$ cat src/rtl/alu_pkg.sv
// Shared ALU definitions: opcode encodings and default datapath widths,
// used by the ALU, its control decoder and the operand stage.
package alu_pkg;
  localparam int ALU_DATA_W = 32;
  localparam int ALU_REG_AW = 5;

  localparam logic [3:0] OP_AND = 4'd0;
  localparam logic [3:0] OP_OR  = 4'd1;
  localparam logic [3:0] OP_NOR = 4'd2;
  localparam logic [3:0] OP_ADD = 4'd3;
  localparam logic [3:0] OP_SUB = 4'd4;
  localparam logic [3:0] OP_INC = 4'd5;
  localparam logic [3:0] OP_MUL = 4'd6;
  localparam logic [3:0] OP_MOV = 4'd7;
endpackage

$ cat src/rtl/operand_fwd_mux.sv
// Three-way priority operand select: EX result, then MEM/WB write data,
// then register-file data. Register 0 is never forwarded.
module operand_fwd_mux
  import alu_pkg::*;
#(
  parameter int DATA_W = ALU_DATA_W,
  parameter int REG_AW = ALU_REG_AW
) (
  input  logic [REG_AW-1:0] addr,
  input  logic [DATA_W-1:0] rf_data,
  input  logic              ex_fwd_en,
  input  logic [REG_AW-1:0] ex_rd,
  input  logic [DATA_W-1:0] ex_data,
  input  logic              mem_fwd_en,
  input  logic [REG_AW-1:0] mem_rd,
  input  logic [DATA_W-1:0] mem_data,
  output logic [DATA_W-1:0] data
);

  logic ex_hit;
  logic mem_hit;

  assign ex_hit  = ex_fwd_en && (ex_rd != '0) && (ex_rd == addr);
  assign mem_hit = mem_fwd_en && (mem_rd != '0) && (mem_rd == addr);

  always_comb begin
    data = rf_data;
    if (ex_hit)       data = ex_data;
    else if (mem_hit) data = mem_data;
  end

endmodule

$ cat src/rtl/alu_operand_stage.sv
// ID/EX register feeding the ALU, with operand forwarding and load-use stall.
// Optional bubble counter enabled by defining ALU_STAGE_BUBBLE_CNT_EN.
module alu_operand_stage
  import alu_pkg::*;
#(
  parameter int DATA_W = ALU_DATA_W,
  parameter int REG_AW = ALU_REG_AW
`ifdef ALU_STAGE_BUBBLE_CNT_EN
  , parameter int CNT_W = 16
`endif
) (
  input  logic              clk,
  input  logic              reset,
  input  logic              id_valid,
  input  logic [3:0]        id_aluop,
  input  logic [REG_AW-1:0] id_rs_addr,
  input  logic [REG_AW-1:0] id_rt_addr,
  input  logic [REG_AW-1:0] id_rd_addr,
  input  logic [DATA_W-1:0] id_rs_data,
  input  logic [DATA_W-1:0] id_rt_data,
  input  logic [DATA_W-1:0] id_imm,
  input  logic              id_alusrc,
  input  logic              id_reg_write,
  input  logic              id_mem_read,
  input  logic              flush,
  input  logic [DATA_W-1:0] ex_alu_result,
  input  logic              mem_reg_write,
  input  logic [REG_AW-1:0] mem_rd,
  input  logic [DATA_W-1:0] mem_wdata,
  output logic              id_stall,
  output logic [3:0]        ALUOperation,
  output logic [DATA_W-1:0] A,
  output logic [DATA_W-1:0] B,
  output logic              ex_valid,
  output logic              ex_reg_write,
  output logic              ex_mem_read,
  output logic [REG_AW-1:0] ex_rd,
  output logic [DATA_W-1:0] ex_rt_data
`ifdef ALU_STAGE_BUBBLE_CNT_EN
  , output logic [CNT_W-1:0] bubble_cnt
`endif
);

  logic              vld_p1;
  logic              rw_p1;
  logic              mr_p1;
  logic [3:0]        op_p1;
  logic [DATA_W-1:0] a_p1;
  logic [DATA_W-1:0] b_p1;
  logic [REG_AW-1:0] rd_p1;
  logic [DATA_W-1:0] rtd_p1;

  logic              ex_fwd_en;
  logic [DATA_W-1:0] rs_fwd_p0;
  logic [DATA_W-1:0] rt_fwd_p0;
  logic              load_use_p0;
  logic              bubble_p0;

  // Only a non-load EX instruction has its result available on ex_alu_result.
  assign ex_fwd_en = vld_p1 & rw_p1 & ~mr_p1;

  operand_fwd_mux #(.DATA_W(DATA_W), .REG_AW(REG_AW)) u_rs_fwd (
    .addr(id_rs_addr), .rf_data(id_rs_data),
    .ex_fwd_en(ex_fwd_en), .ex_rd(rd_p1), .ex_data(ex_alu_result),
    .mem_fwd_en(mem_reg_write), .mem_rd(mem_rd), .mem_data(mem_wdata),
    .data(rs_fwd_p0)
  );

  operand_fwd_mux #(.DATA_W(DATA_W), .REG_AW(REG_AW)) u_rt_fwd (
    .addr(id_rt_addr), .rf_data(id_rt_data),
    .ex_fwd_en(ex_fwd_en), .ex_rd(rd_p1), .ex_data(ex_alu_result),
    .mem_fwd_en(mem_reg_write), .mem_rd(mem_rd), .mem_data(mem_wdata),
    .data(rt_fwd_p0)
  );

  assign load_use_p0 = id_valid & vld_p1 & mr_p1 & (rd_p1 != '0) &
                       ((rd_p1 == id_rs_addr) | (~id_alusrc & (rd_p1 == id_rt_addr)));
  assign bubble_p0   = flush | load_use_p0 | ~id_valid;
  assign id_stall    = ~reset & ~flush & load_use_p0;

  // ---- ID -> EX boundary ----
  always_ff @(posedge clk) begin
    if (reset || bubble_p0) begin
      vld_p1 <= 1'b0;
      rw_p1  <= 1'b0;
      mr_p1  <= 1'b0;
      op_p1  <= OP_AND;
      a_p1   <= '0;
      b_p1   <= '0;
      rd_p1  <= '0;
      rtd_p1 <= '0;
    end else begin
      vld_p1 <= 1'b1;
      rw_p1  <= id_reg_write;
      mr_p1  <= id_mem_read;
      op_p1  <= id_aluop;
      a_p1   <= rs_fwd_p0;
      b_p1   <= id_alusrc ? id_imm : rt_fwd_p0;
      rd_p1  <= id_rd_addr;
      rtd_p1 <= rt_fwd_p0;
    end
  end

  assign ex_valid     = vld_p1;
  assign ex_reg_write = rw_p1;
  assign ex_mem_read  = mr_p1;
  assign ALUOperation = op_p1;
  assign A            = a_p1;
  assign B            = b_p1;
  assign ex_rd        = rd_p1;
  assign ex_rt_data   = rtd_p1;

`ifdef ALU_STAGE_BUBBLE_CNT_EN
  function automatic logic [CNT_W-1:0] sat_inc(input logic [CNT_W-1:0] v);
    return (&v) ? v : v + 1'b1;
  endfunction

  logic [CNT_W-1:0] cnt_p1;

  // Idle slots (id_valid=0) are not counted; only hazard and flush bubbles.
  always_ff @(posedge clk) begin
    if (reset)                      cnt_p1 <= '0;
    else if (flush || load_use_p0)  cnt_p1 <= sat_inc(cnt_p1);
  end

  assign bubble_cnt = cnt_p1;
`endif

endmodule
$ cat config.mk
export PLATFORM = sky130hd
export DESIGN_NAME = alu_operand_stage
export DESIGN_NICKNAME = d
export VERILOG_FILES = /design/src/rtl/alu_pkg.sv /design/src/rtl/operand_fwd_mux.sv /design/src/rtl/alu_operand_stage.sv
export SDC_FILE = /design/constraint.sdc
export NUM_CORES = 1
export LEC_CHECK = 0
export CAP_MARGIN = 20
export CELL_PAD_IN_SITES_DETAIL_PLACEMENT = 2
export CELL_PAD_IN_SITES_GLOBAL_PLACEMENT = 2
export CORE_MARGIN = 4
export CORE_UTILIZATION = 25
export CTS_BUF_LIST = sky130_fd_sc_hd__clkbuf_16
export DETAILED_ROUTE_END_ITERATION = 10
export PLACE_DENSITY = 0.95
export SETUP_SLACK_MARGIN = 0.3
export SKIP_CTS_REPAIR_TIMING = 1
export SKIP_LAST_GASP = 1
export SYNTH_ARGS = -nofsm -noshare
export SYNTH_HDL_FRONTEND = slang
export SYNTH_SLANG_ARGS = --single-unit
$ cat constraint.sdc
create_clock -name clk -period 4.7 [get_ports clk]
set_clock_uncertainty 0.2 [all_clocks]
set_input_delay 0.94 -clock clk [delete_from_list [all_inputs] [get_ports clk]]
set_output_delay 0.94 -clock clk [all_outputs]
set_load 0.05 [all_outputs]
# Yosys cells after proc, flatten, opt, wreduce, memory -nomap -nowiden
# Index checks and enable logic that the tools add are counted.
[word_totals] regBits=108 wordCells=44 out_inout_bits=109 input_bits=192
[op_classes] n_eq_ne=4 n_mux=6 bitwise=17 n_reduce_logical=9
[op_table] op="32-bit two-way mux" n=5
[op_table] op="5-bit == test" n=4
[op_table] op="5-bit nonzero test" n=2
[op_table] op="1-bit bitwise AND" n=9
[op_table] op="1-bit logical AND" n=6
[op_table] op="1-bit inverter" n=5
[op_table] op="1-bit bitwise OR" n=3
[op_table] op="1-bit logical OR" n=1
[op_table] op="1-bit two-way mux" n=1

# Longest topological paths before layout
# Gate-level depths: netlist (run 1).
[logic_depth] word_depth=8 mapped_depth=8 mapped_depth_nobuf=5

# Hierarchy
# Synthesis (run 1) repeated with hierarchy kept, for this count alone.
[hier_totals] hier_cells=761 hier_area_um2=6179.7
[modules_own_cells] mod="alu_operand_stage" cells_each=391 instances=1 seq_area_each_um2=2162.1 area_per_inst_um2=3844.9
[modules_own_cells] mod="operand_fwd_mux" cells_each=185 instances=2 seq_area_each_um2=0.0 area_per_inst_um2=1167.4

# Least setup slack after synthesis (run 1)
# OpenSTA, ideal clock, no wires.
[synth_timing] path_kind="in2out" startpoint="in id_rt_addr[4]" endpoint="out id_stall" cell_stages=6 arrival_ns=2.915 t_required_ns=3.560 slack_ns=0.645 path_buffers=1 path_cell_list="xor2_1 -> nor4_4 -> nand2_1 -> a21oi_2 -> buf_2 -> nor2b_1"
[synth_via] elab_chain_len=5
[synth_rtl] item="start, declared" line="alu_operand_stage.sv:17" text="input logic [REG_AW-1:0] id_rt_addr,"
[synth_rtl] item="5-bit == test" line="alu_operand_stage.sv:77" text="((rd_p1 == id_rs_addr) | (~id_alusrc & (rd_p1 == id_rt_addr)));"
[synth_rtl] item="1-bit bitwise AND" line="alu_operand_stage.sv:77"
[synth_rtl] item="1-bit bitwise OR" line="alu_operand_stage.sv:77"
[synth_rtl] item="1-bit bitwise AND" line="alu_operand_stage.sv:76" text="assign load_use_p0 = id_valid & vld_p1 & mr_p1 & (rd_p1 != '0) &"
[synth_rtl] item="1-bit bitwise AND" line="alu_operand_stage.sv:79" text="assign id_stall = ~reset & ~flush & load_use_p0;"
[synth_rtl] item="end, declared" line="alu_operand_stage.sv:30" text="output logic id_stall,"
# No other way between the ends.

# Worst setup path after layout (run 1)
[layout_timing] startpoint="in id_rs_addr[4]" endpoint="out id_stall"
[layout_via] elab_chain_len=4
[layout_rtl] item="start, declared" line="alu_operand_stage.sv:16" text="input logic [REG_AW-1:0] id_rs_addr,"
[layout_rtl] item="5-bit == test" line="alu_operand_stage.sv:77"
[layout_rtl] item="1-bit bitwise OR" line="alu_operand_stage.sv:77"
[layout_rtl] item="1-bit bitwise AND" line="alu_operand_stage.sv:76"
[layout_rtl] item="1-bit bitwise AND" line="alu_operand_stage.sv:79"
# No other way between the ends.

==> results of run 1 <==
==> area by class of cell <==
class                           instances  area (sq um)
Tap cell                              319           399
Fill cell                            2539         14100
Timing Repair Buffer                  312          3140
Sequential cell                       108          2160
Clock inverter                          7          68.8
Antenna cell                            2          5.00
Clock buffer                            9           225
Multi-Input combinational cell        408          3410
Inverter                               65           244
==> per-layer routing <==
metal  up-vias  wire [um]
li1       2975          -
met1      3231      11400
met2       213      15100
met3        41       2090
met4         0        724
met5         -          0
==> where the power goes <==
group | internal, mW | total (mW) | leakage [nW] | switching (mW)
logic | 0.259 | 0.574 | 2.58 | 0.315
registers | 0.940 | 0.950 | 0.879 | 0.0103
clock network | 0.412 | 0.794 | 0.137 | 0.382
==> final timing paths <==
kind                  from            end  slack (ns)  depth (start not counted)
max          id_rs_addr[4]       id_stall        0.56                          7
min            ex_mem_read       ex_valid        0.71                          4
max reg2reg       ex_rd[4]  ex_rt_data[7]        1.66                          7
min reg2reg    ex_mem_read       ex_valid        0.71                          4
==> worst max-delay path: stages <==
cell and delay (ns):
clkdlybuf4s50_1 0.47, xor2_1 0.18, nor3_1 0.45, nand2_1 0.17, a21oi_4 0.19, nor2b_1 0.39
buf_12 0.19
==> state kept, by name, summed over array words and instances (netlist names) <==
register and flops:
ex_mem_read 1, ex_reg_write 1, ALUOperation 4, ex_rt_data 32, ex_rd 5, B 32
ex_valid 1, A 32
==> cell usage in the layout, fill, tap and decap left out, drive strengths merged, types with 3 or more instances in the layout <==
cell,n
a2111oi,64
a211oi,33
a31oi,64
and4,32
buf,14
clkbuf,9
clkdlybuf4s50,298
clkinvlp,3
dfxtp,108
inv,66
mux2i,32
nand2,36
nor2,37
nor3,35
nor3b,11
o31ai,32
xor2,18
==> metrics by stage <==
step           utilization  power [mW]  instances
2_1_floorplan            -        1.25        655
3_3_place_gp         0.394        1.52       1212
3_5_place_dp         0.394        1.54       1212
4_1_cts              0.406        2.35       1228
5_1_grt              0.406        2.43       1229
6_report             0.406        2.32       1230
==> logic make-up (layout without fill, tap and decap cells) <==
kind of cell / count (synthesis) / in the layout / synth area share
other: 0 / 2 / 0
xor gates and xnor gates: 20 / 20 / 0.0286
AOI/OAI and AO/OA: 196 / 196 / 0.318
DFF: 108 / 108 / 0.354
muxes: 32 / 32 / 0.0524
and+or+nand+nor: 160 / 160 / 0.147
buffers and inverters: 139 / 393 / 0.100
==> impl_results.md, run 1 <==
* Hold Path Class: flop to flop
* Register clock-pin slew on the reported worst setup and hold paths at 0.08 ns
* Layout cell share with drive strength beyond 1 at 0.127
* Global-route wire length before repair at 44.2 mm
* Vias per Instance at 5.25
* M3 GR Usage at 0.0601
* First DRT Iteration DRCs at 307
* Sequential element share of the synthesized area at 0.354
* Dominant synthesized flop cell: dfxtp_1
* CP Max Fanout at 2
* Detailed Route WL at 29.3 mm
* Post-synth EDFFs at 0
* Post-Place Cell Area at 0.00935 sq mm
* CORE AREA at 0.0238 sq mm
* CTS root buffer: clkbuf_16
* Pre-Repair DR Iteration Count at 4
* Synth top area cells: dfxtp_1 (35%), a2111oi_2 (15%), mux2i_1 (5.2%), a31oi_1 (5.1%), and4_1 (4.6%)
* Status: completed
* Worst IR Drop VDD at 0.000122 V
* Number of global-route vias before repair at 7257
* Placement Setup Slack at 0.569 ns
* Final setup violation count at 0
* Crit path kind: input pin to primary output
* Crit end category: primary output
* Worst Path Required at 3.56 ns
* Pleak at 3.60 nW
* Final hold violations at 0
* GR met2 Demand/Resource at 0.386
* DIE HEIGHT at 164 um
* Clock Latency Late Sink at 0.35 ns
* Routed len/inst at 23.8 um
* Clock buffer depth at 2
* Antenna Nets Post-Route at 0
* Rel. slew slack at 0.316
* Num CTS Buffers at 9
* Total grt overflow at 0
* Post-route setup TNS at 0 ns
* Startpoint type of the worst setup path: input pin
* Synth Cell Area at 0.00612 sq mm
* Largest net degree at the start of global routing at 109
* Starting Density at 0.257
* TritonCTS Sinks at 108
* Initial antenna violation count at 1
* Period minus WS final at 4.14 ns
* Total global-route track usage at 0.211
* RSZ-0062 raised after global routing: false
* Final HPWL DP at 20.9 mm
* Commonest cells post-synth: dfxtp_1 (108), inv_1 (65), a2111oi_2 (62)
* Final worst slack at 0.556 ns
* Worst-Margin Slew at 1.02 ns
* P per Cell Area at 240 mW/mm^2
* CTS tree: yes
* Number of max-cap violations at 0
* Final slew viol count at 0
* Critical Path AT at 3.00 ns
* GPL Wtd Cong at 0.761
* Synth Instances at 655
* #FFs+latches synth at 108
* Area leader, netlist: dfxtp_1
* Grt peak-use layer: met2
* Area share of the largest cell type after synthesis at 0.354
* Die ar. at 0.0270 sq mm
* Htree depth at 3
* Port-buffer cells at 300
* Cell with the most instances after synthesis: dfxtp_1
* YS warnings at 0
* Num ports at 301
* Die Wd at 164 um
* Final worst-path cycle share at 0.882
* Row count at 56
* Syn avg cell area at 9.34 sq um
* Synth-to-Final Area Change at 57.8%
* Min Hold Slack at 0.712 ns
* Grt met1 use at 0.236
* Syn nets at 847
* Post-layout nets at 1096
* Final instance area at 0.00965 sq mm
* Maximum clock rate at 0.241 GHz
* Synth unique cells at 32
* Drt drc at 0
* Share of async-settable or async-resettable flops after synthesis at 0
* Vias at 6460
Note: power is estimated with default switching activity, not from simulation.
==> run 2, diff against run 1 <==
Settings changed: CELL_PAD_IN_SITES_DETAIL_PLACEMENT 2 to default, CELL_PAD_IN_SITES_GLOBAL_PLACEMENT 2 to default, CORE_UTILIZATION 25 to 45, RECOVER_POWER from default to 50, SYNTH_HIERARCHICAL from default to 1.
==> run 2 against run 1 <==
Against the previous run: non-clock buffer count increased by 16; critical path depth decreased by 1; combinational power increased by 14%; sequential power about the same; maximum frequency increased by 10%; via count increased by 25%; power increased by 3.5%; critical path type unchanged; highest routed layer is now met5.
==> impl_results.md, run 2 <==
* Register clock-pin slew on the reported worst setup and hold paths at 0.07 ns
* P per Cell Area at 253 mW/mm^2
* Placement Setup Slack at 0.923 ns
* Met3 wire length at 3.98 mm
* Die ar. at 0.0157 sq mm
* Post-synth EDFFs at 0
* Antenna Nets Post-Route at 0
* Port-buffer cells at 300
* Syn nets at 953
* Num CTS Buffers at 9
* Rel. slew slack at 0.225
* Area share of the largest cell type after synthesis at 0.350
* YS warnings at 6
* Highest-count cells in the layout ignoring fill and taps: clkdlybuf4s50_1 (189), dfxtp_1 (108), dlygate4sd3_1 (108), nand3_1 (81), a21oi_1 (76)
* Cell family with most CP delay: buffers and inverters
* Period minus WS final at 3.76 ns
* Crit end category: primary output
* Startpoint type of the worst setup path: input pin
* RSZ-0062 raised after global routing: false
* Area leader, netlist: dfxtp_1
* Crit-path max cell delay at 0.57 ns
* Die Wd at 125 um
* Mux share of post-synthesis cell area at 0.0518
* Final hold violations at 0
* Synth top area cells: dfxtp_1 (35%), o31ai_1 (7.8%), nor4_1 (6.7%), nand4_1 (6.6%), nand3_1 (6.6%)
* Top routing layer in use: met5
* Drt drc at 0
* Sequential element share of the synthesized area at 0.350
* Routed len/inst at 24.8 um
* Final cell count without fillers at 1171
* Synth Instances at 761
* Met2 wire length at 13.0 mm
* GPL Wtd Cong at 0.962
* Post-synthesis xor/xnor area fraction at 0.0368
* Synth Cell Area at 0.00618 sq mm
* CTS tree: yes
* Critical Path AT at 2.62 ns
* Layout cell share with drive strength beyond 1 at 0.0554
* Post-synthesis compound-gate area fraction at 0.255
* Crit path kind: input pin to primary output
* Number of global-route vias before repair at 7662
* Simple-Gate Fraction of Synth Area at 0.223
* Initial antenna violation count at 2
* Largest net degree at the start of global routing at 109
* Placed insts at 1152
* Post-synthesis adder-cell area fraction at 0
* DIE HEIGHT at 125 um
* Worst Path Required at 3.56 ns
* Final worst-path cycle share at 0.800
* CP Buf/Inv Count at 2
* Hold Path Class: input pin to flop
* Post-layout nets at 1180
* Synth unique cells at 30
* CP Max Fanout at 4
* Cell Chain, Critical Path: clkdlybuf4s50_1 -> xnor2_1 -> nand4_1 -> o32ai_4 -> and3_1 -> buf_12
* Worst IR Drop VDD at 0.000149 V
* Cell with the most instances after synthesis: dfxtp_1
* Status: completed
* Pre-Repair DR Iteration Count at 8
* Detailed Route WL at 29.0 mm
* Syn avg cell area at 8.12 sq um
* Final worst slack at 0.942 ns
* Pleak at 3.44 nW
* CORE AREA at 0.0133 sq mm
* Slowest library cell on the worst path: clkdlybuf4s50_1
* First DRT Iteration DRCs at 1655
* Number of max-cap violations at 0
* #FFs+latches synth at 108
* Maximum clock rate at 0.266 GHz
* Total grt overflow at 0
* Vias at 8066
* Clock Latency Late Sink at 0.36 ns
* Share of async-settable or async-resettable flops after synthesis at 0
* Met1 wire length at 10.3 mm
* Final slew viol count at 0
* Post-route setup TNS at 0 ns
* Clock buffer depth at 2
* Num ports at 301
* Vias per Instance at 6.89
* Dominant synthesized flop cell: dfxtp_1
* CTS root buffer: clkbuf_16
* TritonCTS Sinks at 108
* Synth-to-Final Area Change at 53.1%
* Commonest cells post-synth: dfxtp_1 (108), nand3_1 (81), a21oi_1 (76)
* Htree depth at 3
* Global-route wire length before repair at 43.2 mm
* Worst-Margin Slew at 1.16 ns
* Commonest non-fill, non-tap cell in the layout: clkdlybuf4s50_1
* Row count at 42
* Largest family of logic cells by synthesized area: compound AO/OA/AOI/OAI gates
* Final setup violation count at 0
* Starting Density at 0.463
* Total global-route track usage at 0.345
* Final HPWL DP at 19.6 mm
run 2: area by class of cell:
cell class	count	area, sq um
tap	176	220
fill	1008	3890
timing repair buffer	328	3230
clock buffer	9	225
multi-input combinational	541	3540
antenna	2	5.00
clock inverter	7	75.1
sequential	108	2160
run 2: path summary, 6_finish.rpt:
path,cells after the start,start,endpoint,slack [ns]
setup / recovery,6,id_rt_addr[2],id_stall,0.94
hold / removal,3,id_reg_write,ex_reg_write,0.93
setup reg to reg,7,ex_rd[0],B[17],1.87
hold reg to reg,6,ex_reg_write,A[0],1.04
run 2: layer usage:
metal  up-vias  track usage
met5         -       0.0217
met4         2        0.191
met3       172       0.0977
met2       814        0.545
met1      3618        0.423
li1       3460            -
run 2: logic make-up (layout without fill, tap and decap cells):
kind of cell | Yosys count | in the layout
AOI/OAI and AO/OA | 244 | 244
and+or+nand+nor | 239 | 239
buffers and inverters | 112 | 344
DFF | 108 | 108
muxes | 32 | 32
xor gates and xnor gates | 26 | 26
other | 0 | 2
run 2: report_power, final:
part | internal (mW) | switching (mW)
clock network | 0.418 | 0.372
logic | 0.264 | 0.393
registers | 0.941 | 0.0106
total | 1.62 | 0.776
run 2: per-stage QoR:
| stage | power [mW] | hold slack [ns] | utilization | cell area (sq um) |
|---|---|---|---|---|
| after floorplan | 1.30 | 0.863 | - | 6180 |
| after global placement | 1.61 | 1.08 | 0.684 | 9130 |
| after detailed placement | 1.62 | 1.09 | 0.684 | 9130 |
| after CTS | 2.39 | 0.924 | 0.706 | 9430 |
| after global routing | 2.46 | 0.924 | 0.709 | 9460 |
| final | 2.40 | 0.930 | 0.709 | 9460 |
run 2: tightest hold or removal path: cells and delay by family:
| family | cells | cell delay (ns) |
|---|---|---|
| AOI/OAI and AO/OA | 1 | 0.04 |
| buffers and inverters | 1 | 0.39 |
| and+or+nand+nor | 1 | 0.07 |
